--- src/rtl/id_ex_stage_reg.sv ---
// ID/EX pipeline register with load-use hazard detection and multi-cycle multiply hold.
// The D-stage control word, operands and register numbers are registered into E.
// A load-use hazard or an external flush puts a bubble into E.
// A multiply (ALUControl=3) stays in E for MUL_CYCLES cycles.
// Optional feature: define ID_EX_BUBBLE_CNT_EN to add the saturating BubbleCnt output.
module id_ex_stage_reg #(
  parameter int unsigned WIDTH      = 32,
  parameter int unsigned MUL_CYCLES = 4
`ifdef ID_EX_BUBBLE_CNT_EN
  ,
  parameter int unsigned CNT_WIDTH  = 16
`endif
) (
  input  logic             clk,
  input  logic             rst_n,
  input  logic             RegWriteD,
  input  logic             MemtoRegD,
  input  logic             MemWriteD,
  input  logic [2:0]       ALUControlD,
  input  logic             ALUSrcD,
  input  logic             RegDstD,
  input  logic [WIDTH-1:0] RD1D,
  input  logic [WIDTH-1:0] RD2D,
  input  logic [WIDTH-1:0] SignImmD,
  input  logic [4:0]       RsD,
  input  logic [4:0]       RtD,
  input  logic [4:0]       RdD,
  input  logic             FlushExtE,
  output logic             RegWriteE,
  output logic             MemtoRegE,
  output logic             MemWriteE,
  output logic [2:0]       ALUControlE,
  output logic             ALUSrcE,
  output logic             RegDstE,
  output logic [WIDTH-1:0] RD1E,
  output logic [WIDTH-1:0] RD2E,
  output logic [WIDTH-1:0] SignImmE,
  output logic [4:0]       RsE,
  output logic [4:0]       RtE,
  output logic [4:0]       RdE,
  output logic             StallF,
  output logic             StallD,
  output logic             MulBusyE
`ifdef ID_EX_BUBBLE_CNT_EN
  ,
  output logic [CNT_WIDTH-1:0] BubbleCnt
`endif
);

  localparam logic [2:0]  ALU_ADD = 3'd2;
  localparam logic [2:0]  ALU_MUL = 3'd3;
  localparam int unsigned ML_W    = (MUL_CYCLES > 1) ? $clog2(MUL_CYCLES) : 1;

  typedef enum logic {IDLE, MUL_BUSY} state_t;

  state_t            state_q, state_d;
  logic [ML_W-1:0]   mul_left_q, mul_left_d;
  logic              reg_write_q, reg_write_d;
  logic              mem_to_reg_q, mem_to_reg_d;
  logic              mem_write_q, mem_write_d;
  logic [2:0]        alu_ctrl_q, alu_ctrl_d;
  logic              alu_src_q, alu_src_d;
  logic              reg_dst_q, reg_dst_d;
  logic [WIDTH-1:0]  rd1_q, rd1_d;
  logic [WIDTH-1:0]  rd2_q, rd2_d;
  logic [WIDTH-1:0]  imm_q, imm_d;
  logic [4:0]        rs_q, rs_d;
  logic [4:0]        rt_q, rt_d;
  logic [4:0]        rd_q, rd_d;
  logic              lwstall_c;

  // Load in E whose destination is read by the instruction in D.
  assign lwstall_c = mem_to_reg_q & reg_write_q & (rt_q != 5'd0) &
                     ((rt_q == RsD) | (rt_q == RtD));

  assign StallF    = lwstall_c | MulBusyE;
  assign StallD    = lwstall_c | MulBusyE;

  assign RegWriteE   = reg_write_q;
  assign MemtoRegE   = mem_to_reg_q;
  assign MemWriteE   = mem_write_q;
  assign ALUControlE = alu_ctrl_q;
  assign ALUSrcE     = alu_src_q;
  assign RegDstE     = reg_dst_q;
  assign RD1E        = rd1_q;
  assign RD2E        = rd2_q;
  assign SignImmE    = imm_q;
  assign RsE         = rs_q;
  assign RtE         = rt_q;
  assign RdE         = rd_q;
  assign MulBusyE    = (state_q == MUL_BUSY);

  // State register and E-stage pipeline registers.
  always_ff @(posedge clk or negedge rst_n) begin
    if (!rst_n) begin
      state_q      <= IDLE;
      mul_left_q   <= '0;
      reg_write_q  <= 1'b0;
      mem_to_reg_q <= 1'b0;
      mem_write_q  <= 1'b0;
      alu_ctrl_q   <= ALU_ADD;
      alu_src_q    <= 1'b0;
      reg_dst_q    <= 1'b0;
      rd1_q        <= '0;
      rd2_q        <= '0;
      imm_q        <= '0;
      rs_q         <= '0;
      rt_q         <= '0;
      rd_q         <= '0;
    end else begin
      state_q      <= state_d;
      mul_left_q   <= mul_left_d;
      reg_write_q  <= reg_write_d;
      mem_to_reg_q <= mem_to_reg_d;
      mem_write_q  <= mem_write_d;
      alu_ctrl_q   <= alu_ctrl_d;
      alu_src_q    <= alu_src_d;
      reg_dst_q    <= reg_dst_d;
      rd1_q        <= rd1_d;
      rd2_q        <= rd2_d;
      imm_q        <= imm_d;
      rs_q         <= rs_d;
      rt_q         <= rt_d;
      rd_q         <= rd_d;
    end
  end

  // Next state: hold during multiply, else bubble on hazard/flush, else capture D.
  always_comb begin
    state_d      = state_q;
    mul_left_d   = mul_left_q;
    reg_write_d  = reg_write_q;
    mem_to_reg_d = mem_to_reg_q;
    mem_write_d  = mem_write_q;
    alu_ctrl_d   = alu_ctrl_q;
    alu_src_d    = alu_src_q;
    reg_dst_d    = reg_dst_q;
    rd1_d        = rd1_q;
    rd2_d        = rd2_q;
    imm_d        = imm_q;
    rs_d         = rs_q;
    rt_d         = rt_q;
    rd_d         = rd_q;
    case (state_q)
      MUL_BUSY: begin
        mul_left_d = mul_left_q - ML_W'(1);
        if (mul_left_q == ML_W'(1)) state_d = IDLE;
      end
      default: begin
        if (lwstall_c | FlushExtE) begin
          reg_write_d  = 1'b0;
          mem_to_reg_d = 1'b0;
          mem_write_d  = 1'b0;
          alu_ctrl_d   = ALU_ADD;
          alu_src_d    = 1'b0;
          reg_dst_d    = 1'b0;
          rd1_d        = '0;
          rd2_d        = '0;
          imm_d        = '0;
          rs_d         = '0;
          rt_d         = '0;
          rd_d         = '0;
        end else begin
          reg_write_d  = RegWriteD;
          mem_to_reg_d = MemtoRegD;
          mem_write_d  = MemWriteD;
          alu_ctrl_d   = ALUControlD;
          alu_src_d    = ALUSrcD;
          reg_dst_d    = RegDstD;
          rd1_d        = RD1D;
          rd2_d        = RD2D;
          imm_d        = SignImmD;
          rs_d         = RsD;
          rt_d         = RtD;
          rd_d         = RdD;
          if ((ALUControlD == ALU_MUL) && (MUL_CYCLES > 1)) begin
            state_d    = MUL_BUSY;
            mul_left_d = ML_W'(MUL_CYCLES - 1);
          end
        end
      end
    endcase
  end

`ifdef ID_EX_BUBBLE_CNT_EN
  logic [CNT_WIDTH-1:0] bcnt_q, bcnt_d;
  logic                 bubble_c;

  assign bubble_c  = (state_q == IDLE) & (lwstall_c | FlushExtE);
  assign BubbleCnt = bcnt_q;

  // Saturating count of inserted bubbles.
  always_comb begin
    bcnt_d = bcnt_q;
    if (bubble_c && (bcnt_q != {CNT_WIDTH{1'b1}})) bcnt_d = bcnt_q + CNT_WIDTH'(1);
  end

  // Bubble counter register.
  always_ff @(posedge clk or negedge rst_n) begin
    if (!rst_n) bcnt_q <= '0;
    else        bcnt_q <= bcnt_d;
  end
`endif

endmodule
--- config.mk ---
export PLATFORM = sky130hd
export DESIGN_NAME = id_ex_stage_reg
export DESIGN_NICKNAME = d
export VERILOG_FILES = /design/src/rtl/id_ex_stage_reg.sv
export SDC_FILE = /design/constraint.sdc
export NUM_CORES = 1
export LEC_CHECK = 0
export ABC_AREA = 0
export CAP_MARGIN = 40
export CORE_UTILIZATION = 37
export DETAILED_ROUTE_END_ITERATION = 6
export GPL_ROUTABILITY_DRIVEN = 0
export PLACE_DENSITY = 0.76
export SETUP_SLACK_MARGIN = 0.2
export SKIP_CTS_REPAIR_TIMING = 1
export SLEW_MARGIN = 20
export SYNTH_ARGS = -nofsm -noshare
export SYNTH_HDL_FRONTEND = slang
export SYNTH_SLANG_ARGS = --single-unit
--- constraint.sdc ---
create_clock -name clk -period 2 [get_ports clk]
set_input_delay 0.4 -clock clk [delete_from_list [all_inputs] [get_ports clk]]
set_output_delay 0.4 -clock clk [all_outputs]
set_load 0.02 [all_outputs]
# Yosys cells after proc, flatten, opt, wreduce, memory -nomap -nowiden
# Index checks and enable logic that the tools add are counted.
# classes
muxes	19
n_addsub	1
n_bitwise	6
eq_ne	5
reduce_logical	3
# ops
op	n
32-bit 2-to-1 mux	3
5-bit 2-to-1 mux	3
5-bit == test	2
1-bit 2-to-1 mux	9
2-bit 2-to-1 mux	3
5-bit nonzero test	1
1-bit bitwise AND	3
3-bit by 2-bit == test with 1-bit output (second input constant)	1
3-bit 2-to-1 mux	1
1-bit bitwise OR	3
2-bit by 1-bit == test with 1-bit output (second input constant)	1
2-bit inequality test (second input constant)	1
2-bit AND reduction	1
2-bit nonzero test	1
2-bit by 1-bit subtractor with 2-bit output (second input constant)	1
# word_totals
regBits	122
output_inout_bits	122
in_bits	122
word_cells	48

# Logic depth before layout (Yosys ltp)
# depth
depth_word	6
mapped_depth	7
mapped_depth_nobuf	5

# Least setup slack after synthesis
# Ideal clock, no wire load.
# synth_timing
path_type	register to output
startpoint	register state_q (netlist: MulBusyE)
endpoint	output port StallF
path_slack_ns	-0.373
stages_incl_launch_ff	7
required_ns	1.600
n_path_buf	5
arrival_time_ns	1.973
cell_sequence	dfrtp_1 > clkbuf_1 > clkbuf_1 > clkbuf_1 > clkbuf_1 > nand2b_1 > buf_4
# synth_via
elab_chain_cells	1
# synth_lines
element	line	text
from (decl)	56	state_t state_q, state_d;
from (signal assigned)	111	state_q <= state_d;
1-bit bitwise OR	-	
to (decl)	41	output logic StallF,
# Every way passes these cells.

# Worst setup path after layout
# layout_timing
startpoint	register rt_q[2] (netlist: RtE[2])
endpoint	output port StallD
# layout_via
elab_chain_cells	4
word_cells_on_any_way	7
classes_between	2 x eq/ne; 4 x bitwise; 1 x reduce/logical
# layout_lines
element	line	text
from (decl)	68	logic [4:0] rt_q, rt_d;
from (signal assigned)	123	rt_q <= rt_d;
5-bit == test / 5-bit nonzero test (equally long branches)	74, 73	
1-bit bitwise OR / 1-bit bitwise AND (equally long branches)	74, 73	
1-bit bitwise AND *	73	assign lwstall_c = mem_to_reg_q & reg_write_q & (rt_q != 5'd0) &
1-bit bitwise OR *	77	assign StallD = lwstall_c | MulBusyE;
to (decl)	42	output logic StallD,
# Mark *: on every way between the ends. The rest lies on a longest branch, timed or not.

==> summary.txt <==
Status
  – Status: finished with violations
  – Failing checks: negative setup slack

Power
  – Clock power frac: 0.290
  – Sw Share: 0.332
  – Power share of the combinational group: 0.384
  – Leak Pwr: ~5.5 nW
  – Psw: roughly 3.5 mW
  – VDD IR max: a little under 0.001 V
  – Sequential Power Share: 0.325
  – Power Internal: 6.99 mW
  – Power per cell area: between 1000 and 1500 nW/um2

Timing
  – Final period util: 1.15
  – Max Clk Rate: approximately 440 MHz
  – RSZ-0062 raised after global routing: true
  – Crit path setup slack, layout: -291 ps
  – # setup viols final: approximately 110
  – Final Hold Fails: 0
  – Final setup TNS: -22800 ps
  – Minimum clock period: ~2300 ps
  – Skew final: slightly above 10 ps
  – Worst Tran Pin Value: 789 ps
  – Rel. slew slack: 0.472
  – Final Max Slew Viols: 0

Critical path
  – Crit path max fanout: 4
  – Cells along the critical path: or3_4 > o311a_1 > nand2_2 > nand2b_4 > buf_6
  – CP peak stage delay: 430 ps
  – CP max stage cell: dfrtp_2
  – Data required, critical path: 1600 ps
  – Reg2reg start: RtE[2]
  – Crit path launch type: register
  – Critical path origin: RtE[2]
  – Crit. End Element: output port
  – CP delay by family, top: simple AND/OR/NAND/NOR gates
  – Kind of critical path: register to output port
  – Buf+Inv Stages, Crit Path: 1
  – CP arrival: around 1900 ps

Clocking
  – Cts bufs inserted: 17
  – H-tree levels: 4
  – Clock Latency Late Sink: approximately 410 ps
  – Root buffer cell: clkbuf_16
  – Clock-pin slew of the registers on the worst-case setup and hold paths: approximately 50 ps
  – Clk buf depth: 2
  – CTS tree: yes
  – Clock sinks: 122

Logic synthesis
  – Async set-or-reset flop fraction in the synthesized netlist: 1.00
  – Syn Inst Count: 422
  – Yosys cell types: 26
  – Post-synthesis sequential area ratio: 0.586
  – Number of flops mapped to enable cells by yosys: 0
  – Syn avg cell area: 12.3 um2
  – Dominant synthesized flop cell: dfrtp_1
  – Ys Warns: 0
  – Syn nets: approximately 550
  – Synthesized area: approximately 5200 um2
  – Post-synthesis register bit count: about 120

Global route
  – First-pass GRT wire length: 23100 um
  – M2 GR Usage: 0.331
  – Grt peak-use layer: met2
  – Global route overflow: 0
  – M1 GR Usage: 0.244
  – Initial antenna violation count: 0
  – Met3 Usage GRT: 0.0722
  – Vias in the first global route: 4456
  – GRT Util Overall: 0.205
  – Largest net degree at the start of global routing: approximately 110

Layout
  – # diodes: 0
  – Layout cells sized above 1: 0.112
  – Area growth syn-to-layout: 76.8%
  – Final Instance Area: between 9000 and 10000 um2
  – Final layout net count: 806

Placed design
  – DP Area: 7880 um2
  – Dpl hpwl: 10100 um
  – PortBufs: approximately 240

Die
  – Initial Util: 0.386
  – FP Rows: 42
  – Die width: between 100 and 150 um
  – Die Ht: ~120 um
  – Core box area: around 14000 um2
  – Die area: approximately 15000 um2
  – Io pins: between 200 and 250

Route
  – DR WL/cell: around 19 um
  – Vias: between 4000 and 5000
  – Vias per cell: around 5.2
  – DRC violations left: 0
  – Routed WL: 16400 um
  – Initial DRT Pass Iterations: 4
  – DRT iter0 DRCs: 250
  – Post-route ant nets: 0

Worst hold path
  – Hold crit path type: input port to asynchronous set/reset pin

Flow run
  – Max Cap Viol: 0
[worst reg2reg max path, stage by stage (launching register included)]
cell	delay (ps)
dfrtp_2	430
or3_4	370
o311a_1	370
buf_4	150
buf_6	110
a21oi_4	250
buf_12	210
clkbuf_16	170
a22o_1	130
[final cells by class]
type	instances	area, um2
fillers	948	4300
repair buffers	282	3360
flip-flops and latches	122	3060
multi-input cells	258	1980
clock buffers	23	458
well taps	176	220
clock inverters	9	123
inverters	2	7.51
[synth_stat cells, types with 2 or more instances]
cell type	n	area, um2
clkbuf_1	27	101
buf_4	2	15.0
a21o_1	2	15.0
inv_1	2	7.51
buf_2	7	35.0
nor2b_1	106	663
a32o_1	12	120
nor2_1	4	15.0
a22o_1	107	937
buf_6	4	45.0
xnor2_1	10	87.6
nand3_1	2	10.0
dfrtp_1	121	3030
nand2_1	4	15.0
[per-stage QoR]
step	hold WS, ps	std cells	util	power [mW]	worst slack, ps
after floorplan	104	422	-	5.53	39.1
after global placement	318	816	0.583	7.27	-655
after detailed placement	325	816	0.583	7.35	-667
after CTS	-116	848	0.626	10.4	-708
after global routing	448	872	0.682	11.0	-379
final	429	872	0.682	10.5	-291
[placed cells by master, fill, tap and decap left out, types with 4 or more instances in the layout]
cell and count:
clkbuf_1 5, buf_8 6, dlymetal6s2s_1 106, clkdlybuf4s50_1 134, a32o_1 12, nor2_1 4, clkinv_2 5, buf_6 4
clkbuf_16 27, dfrtp_1 118, nor2b_1 106, buf_12 6, xnor2_1 10, a22o_1 107, buf_4 12
[path summary, 6_finish.rpt]
| path | cells past startpoint | slack [ps] | end |
|---|---|---|---|
| worst max-delay path | 5 | -290 | StallD |
| worst min-delay path | 2 | 430 | RD1E[24] |
| worst max register to register | 8 | -250 | SignImmE[10] |
| worst min register to register | 1 | 490 | MemWriteE |
| max in group asynchronous | 3 | 950 | ALUControlE[1] |
| min in group clk | 1 | 490 | MemWriteE |
[kinds of logic (layout without fill, tap and decap cells)]
logic type	count (synthesis)	after routing	share of synthesized area
AOI/OAI and AO/OA	126	126	0.213
DFF	122	122	0.586
and+or+nand+nor	120	120	0.141
buffers and inverters	42	316	0.0392
xor gates and xnor gates	11	11	0.0185
adders and majority gates	1	1	0.00240
[per-layer routing]
metal / routed length [um] / part of all wire
met1: 6800 / 0.41
met5: 0 / 0
met4: 465 / 0.028
met3: 1220 / 0.074
met2: 7940 / 0.48
[state kept, by name, summed over array words and instances (netlist names)]
signal       cells
RegWriteE        1
RtE              5
RsE              5
RD1E            32
MemtoRegE        1
mul_left_q       2
RdE              5
SignImmE        32
RD2E            32
MulBusyE         1
RegDstE          1
MemWriteE        1
ALUControlE      3
ALUSrcE          1
[power by group through the flow]
stage / Sequential (mW) / Clock (mW) / Combinational (mW)
2_1_floorplan: 4.11 / 0 / 1.42
3_3_place_gp: 3.43 / 0 / 3.84
3_5_place_dp: 3.46 / 0 / 3.90
4_1_cts: 3.43 / 3.09 / 3.92
5_1_grt: 3.47 / 3.22 / 4.28
6_report: 3.41 / 3.04 / 4.02
(Power assumes the default switching activity.)
